File: src/rtl/cpu_pipe_pkg.sv
// Shared constants and helpers for the CPU pipeline register slices.
// Default geometry and the occupancy-counter width function live here.
package cpu_pipe_pkg;

   localparam int CPU_PIPE_WIDTH = 32;
   localparam int CPU_PIPE_DEPTH = 2;

   // Bits needed to count 0..depth valid stages inclusive.
   function automatic int occ_width(input int depth);
      return $clog2(depth + 1);
   endfunction

endpackage

File: src/rtl/pipe_stage.sv
// One elastic pipeline slot: a data register plus valid bit with load and clear.
// Build option ELASTIC_PIPE_RESET_DATA_EN also zeroes the data on reset and clear.
module pipe_stage #(
   parameter int WIDTH = 32
) (
   input  logic             clock,
   input  logic             reset,
   input  logic             i_load,
   input  logic             i_clear,
   input  logic             i_valid,
   input  logic [WIDTH-1:0] i_data,
   output logic             o_valid,
   output logic [WIDTH-1:0] o_data
);

   logic             r_valid;
   logic [WIDTH-1:0] r_data;

   always_ff @(posedge clock or posedge reset) begin
      if (reset) begin
         r_valid <= 1'b0;
      end else if (i_clear) begin
         r_valid <= 1'b0;
      end else if (i_load) begin
         r_valid <= i_valid;
      end
   end

`ifdef ELASTIC_PIPE_RESET_DATA_EN
   always_ff @(posedge clock or posedge reset) begin
      if (reset) begin
         r_data <= '0;
      end else if (i_clear) begin
         r_data <= '0;
      end else if (i_load) begin
         r_data <= i_data;
      end
   end
`else
   // Data is qualified by r_valid, so it needs no reset.
   always_ff @(posedge clock) begin
      if (i_load) begin
         r_data <= i_data;
      end
   end
`endif

   assign o_valid = r_valid;
   assign o_data  = r_data;

endmodule

File: src/rtl/elastic_pipe_reg.sv
// DEPTH-stage elastic pipeline register with bubble collapsing, flush and occupancy.
// Define ELASTIC_PIPE_RESET_DATA_EN to also clear data registers on reset/flush.
module elastic_pipe_reg
   import cpu_pipe_pkg::*;
#(
   parameter int WIDTH = CPU_PIPE_WIDTH,
   parameter int DEPTH = CPU_PIPE_DEPTH
) (
   input  logic                          clock,
   input  logic                          reset,
   input  logic                          flush,
   input  logic                          in_valid,
   output logic                          in_ready,
   input  logic [WIDTH-1:0]              in_data,
   output logic                          out_valid,
   input  logic                          out_ready,
   output logic [WIDTH-1:0]              out_data,
   output logic [occ_width(DEPTH)-1:0]   occupancy
);

   localparam int                OCC_W   = occ_width(DEPTH);
   localparam logic [OCC_W-1:0]  OCC_ONE = OCC_W'(1);

   // Handshake: a transfer happens on a rising edge where valid && ready are
   // both high; valid never waits on ready, and flush suppresses both sides.
   logic [DEPTH-1:0] w_valid;
   logic [DEPTH-1:0] w_rdy;
   logic [WIDTH-1:0] w_data [DEPTH];
   logic             w_push;
   logic             w_pop;
   logic [OCC_W-1:0] r_occ;

   genvar i;
   generate
      for (i = 0; i < DEPTH; i++) begin : g_stage
         // Stage i can move iff some stage at or after it is empty, or the sink takes data.
         assign w_rdy[i] = out_ready || !(&w_valid[DEPTH-1:i]);

         if (i == 0) begin : g_head
            pipe_stage #(.WIDTH(WIDTH)) u_stage (
               .clock   (clock),
               .reset   (reset),
               .i_load  (w_rdy[i]),
               .i_clear (flush),
               .i_valid (w_push),
               .i_data  (in_data),
               .o_valid (w_valid[i]),
               .o_data  (w_data[i])
            );
         end else begin : g_body
            pipe_stage #(.WIDTH(WIDTH)) u_stage (
               .clock   (clock),
               .reset   (reset),
               .i_load  (w_rdy[i]),
               .i_clear (flush),
               .i_valid (w_valid[i-1]),
               .i_data  (w_data[i-1]),
               .o_valid (w_valid[i]),
               .o_data  (w_data[i])
            );
         end
      end
   endgenerate

   assign in_ready  = w_rdy[0] && !flush;
   assign out_valid = w_valid[DEPTH-1] && !flush;
   assign out_data  = w_data[DEPTH-1];
   assign w_push    = in_valid && in_ready;
   assign w_pop     = out_valid && out_ready;

   always_ff @(posedge clock or posedge reset) begin
      if (reset) begin
         r_occ <= '0;
      end else if (flush) begin
         r_occ <= '0;
      end else if (w_push && !w_pop) begin
         r_occ <= r_occ + OCC_ONE;
      end else if (w_pop && !w_push) begin
         r_occ <= r_occ - OCC_ONE;
      end
   end

   assign occupancy = r_occ;

endmodule

File: config.mk
export PLATFORM = sky130hd
export DESIGN_NAME = elastic_pipe_reg
export DESIGN_NICKNAME = d
export VERILOG_FILES = /design/src/rtl/cpu_pipe_pkg.sv /design/src/rtl/pipe_stage.sv /design/src/rtl/elastic_pipe_reg.sv
export SDC_FILE = /design/constraint.sdc
export NUM_CORES = 1
export LEC_CHECK = 0
export BUFFER_PORTS_ARGS = -buffer_cell sky130_fd_sc_hd__buf_2
export CAP_MARGIN = 40
export CORE_MARGIN = 3
export CORE_UTILIZATION = 44
export CTS_CLUSTER_SIZE = 24
export DETAILED_ROUTE_END_ITERATION = 10
export GPL_ROUTABILITY_DRIVEN = 0
export PLACE_DENSITY = 0.78
export RECOVER_POWER = 100
export SKIP_CTS_REPAIR_TIMING = 1
export SKIP_LAST_GASP = 1
export SYNTH_ARGS = -nofsm -noshare
export SYNTH_HDL_FRONTEND = slang
export SYNTH_SLANG_ARGS = --single-unit
File: constraint.sdc
create_clock -name clock -period 1.6 [get_ports clock]
set_clock_uncertainty 0.1 [all_clocks]
set_input_delay 0.16 -clock clock [delete_from_list [all_inputs] [get_ports clock]]
set_output_delay 0.16 -clock clock [all_outputs]
set_load 0.01 [all_outputs]
==> results.md <==
* Largest family of logic cells by synthesized area: simple AND/OR/NAND/NOR gates
* Post-DR wirelength/cell at 13.9 um
* Number of buffers added on ports at 72
* Clk sink count at 68
* NumNets Final at 245
* Post-synthesis adder-cell area fraction at 0%
* Crit Path Class: register to primary output
* DIE AREA at 0.00577 mm2
* Relative slew slack at 73.6%
* Synth Area in Compound Gates at 0.755%
* CTS tree: yes
* Clock root buffer: clkbuf_8
* Worst slew pin tran at 397 ps
* RSZ-0062 raised after global routing: false
* Initial core utilization at 47.5%
* Post-Route Setup TNS at 0 ps
* Grt total ovfl at 0
* # rows at 24
* Fmax at 673 MHz
* Synth Instances at 90
* Final period util at 92.9%
* CP Max Fanout at 6
* Synthesis Warnings at 0
* Largest net degree at the start of global routing at 33
* Reg-to-reg endpoint: g_stage[1].g_body.u_stage.o_data[30]
* Syn_area_per_cell at 23.9 um2
* R2r startpoint: g_stage[1].g_body.u_stage.o_valid
* Layout cells sized above 1 at 22.6%
* #FFs+latches synth at 68
* Clock buffer count from CTS at 9
* Synth Area in Simple Gates at 3.78%
* Area grow syn2layout at 42.9%
* H-tree levels at 3
* Status: finished, violations left
* LEAKAGE at 1.20 nW
* Min-Delay Startpoint: flush
* Reg clk slew, reported paths at 60 ps
* Max clock buf depth at 2
* Syn nets at 127
* DR pass1 iterations at 4
* Maximum VDD drop at 0.000533 V
* First-pass GRT wire length at 5.62 mm
* R2R cell count at 3
* Vias in the first global route at 1180
* Mux cell area share after synthesis at 1.05%
* Die Width at 76.0 um
* Post-synthesis xor/xnor area fraction at 0%
* Total GRT Usage at 13.3%
* Cell variety after synth at 11
* Seq/Total Area, Yosys at 93.9%
* Final Critical Period at 1490 ps
* Setup-failing EPs final at 0
* Hold Path End: g_stage[1].g_body.u_stage.o_valid
* Io pins at 73
* Skew-Pair Late Insertion Delay at 330 ps
* Max-cap viol count at 0
* Hold depth at 2
* Fin. max-slew vios at 0
* Hold Path Class: input pin to register
* Via Count at 1212
* Setup slack, reg-to-reg at 140 ps
* Worst Hold Margin at -8.15 ps
* DRC Markers at 0
* CP required at 1340 ps
* Critical path launch point type: register
* Die Height at 76.0 um
* Starting DRT DRC Count at 52
* Pwr/cell area at 1170 mW/mm2
* Number of vias per cell at 4.38
* Antenna Cells at 0
* Initial antenna violation count at 0
* Crit path arrival time at 1230 ps
* Crit end category: primary output
* Final Hold Vio Count at 1
* Post-synthesis cell area at 0.00215 mm2
* Total Wirelength at 3.86 mm
* Core ar. at 0.00453 mm2
* Routed Antenna Nets at 0
* Violated checks: hold timing
cell families after synthesis:
family | Yosys count
compound gates | 3
buf+inv | 3
flops | 68
mux | 2
simple gates | 14
Yosys cell counts:
cell      instances  share of area, %
a31oi_1           1              0.29
dfrtp_1           4               4.6
a21oi_1           1              0.23
edfxtp_1         64                89
and4bb_1          1              0.58
inv_1             3              0.52
nor2_1            7               1.2
mux2_1            2               1.0
nor2b_1           4               1.2
o21ai_1           1              0.23
and3b_1           2              0.81
sequential cells by signal, indices dropped and copies added, names as in the netlist:
name                            count
g_stage.g_body.u_stage.o_valid      1
g_stage.g_body.u_stage.o_data      32
g_stage.g_head.u_stage.o_data      32
g_stage.g_head.u_stage.o_valid      1
occupancy                           2
layout make-up:
type	instances	area (um2)
timing repair buffer	107	661
inverter	3	18.8
sequential	68	2020
multi-input combinational	19	120
tap	65	81.3
fill	338	1460
clock inverter	3	38.8
clock buffer	12	135
power breakdown:
part	internal [mW]	switching [mW]
combinational	0.122	0.114
sequential	2.07	0.0364
clock	0.705	0.543
total	2.90	0.694
critical path, stage by stage (launching register included):
cell and delay [ps]:
dfrtp_1 420, and3b_1 230, nor2_1 110, clkbuf_2 140
layer usage:
layer | global-route usage [%] | vias up | share of wire, % | wire length [um]
met5 | 0 | - | 0 | 0
met4 | 11.4 | 0 | 2.6 | 102
met3 | 5.81 | 9 | 8.9 | 343
met2 | 20.7 | 65 | 49 | 1890
met1 | 13.8 | 557 | 39 | 1520
li1 | - | 581 | - | -
metrics by stage:
step	power (mW)	area, um2	utilization (%)	setup WS [ps]	std cells
finish	3.59	3080	67.9	114	277
global route	3.74	3080	67.9	5.65	277
CTS	3.58	2820	62.1	111	244
detailed placement	2.34	2640	58.3	226	229
global placement	2.32	2640	58.3	279	229
floorplan	2.20	2160	-	7.60	90
worst max-delay path by stage:
stage	start	end	slack, ps
3_5_place_dp	g_stage[1].g_body.u_stage.o_valid	occupancy[1]	230
4_1_cts	g_stage[1].g_body.u_stage.o_valid	in_ready	110
3_3_place_gp	g_stage[1].g_body.u_stage.o_valid	g_stage[1].g_body.u_stage.o_data[18]	280
5_1_grt	g_stage[1].g_body.u_stage.o_valid	in_ready	6
2_1_floorplan	g_stage[1].g_body.u_stage.o_valid	g_stage[1].g_body.u_stage.o_data[0]	8
6_report	g_stage[1].g_body.u_stage.o_valid	in_ready	110
cells in the final DEF (no fill, tap or decap), drive strengths merged:
| master | Yosys | layout |
|---|---|---|
| inv | 3 | 1 |
| and3b | 2 | 2 |
| dfrtp | 4 | 4 |
| mux2 | 2 | 2 |
| dlygate4sd3 | 0 | 33 |
| a21oi | 1 | 1 |
| nor2b | 4 | 4 |
| nor2 | 7 | 7 |
| bufinv | 0 | 1 |
| edfxtp | 64 | 64 |
| a31oi | 1 | 1 |
| buf | 0 | 34 |
| o21ai | 1 | 1 |
| clkinvlp | 0 | 2 |
| clkinv | 0 | 2 |
| and4bb | 1 | 1 |
| clkbuf | 0 | 52 |
Power figures use the tool's default switching activity.
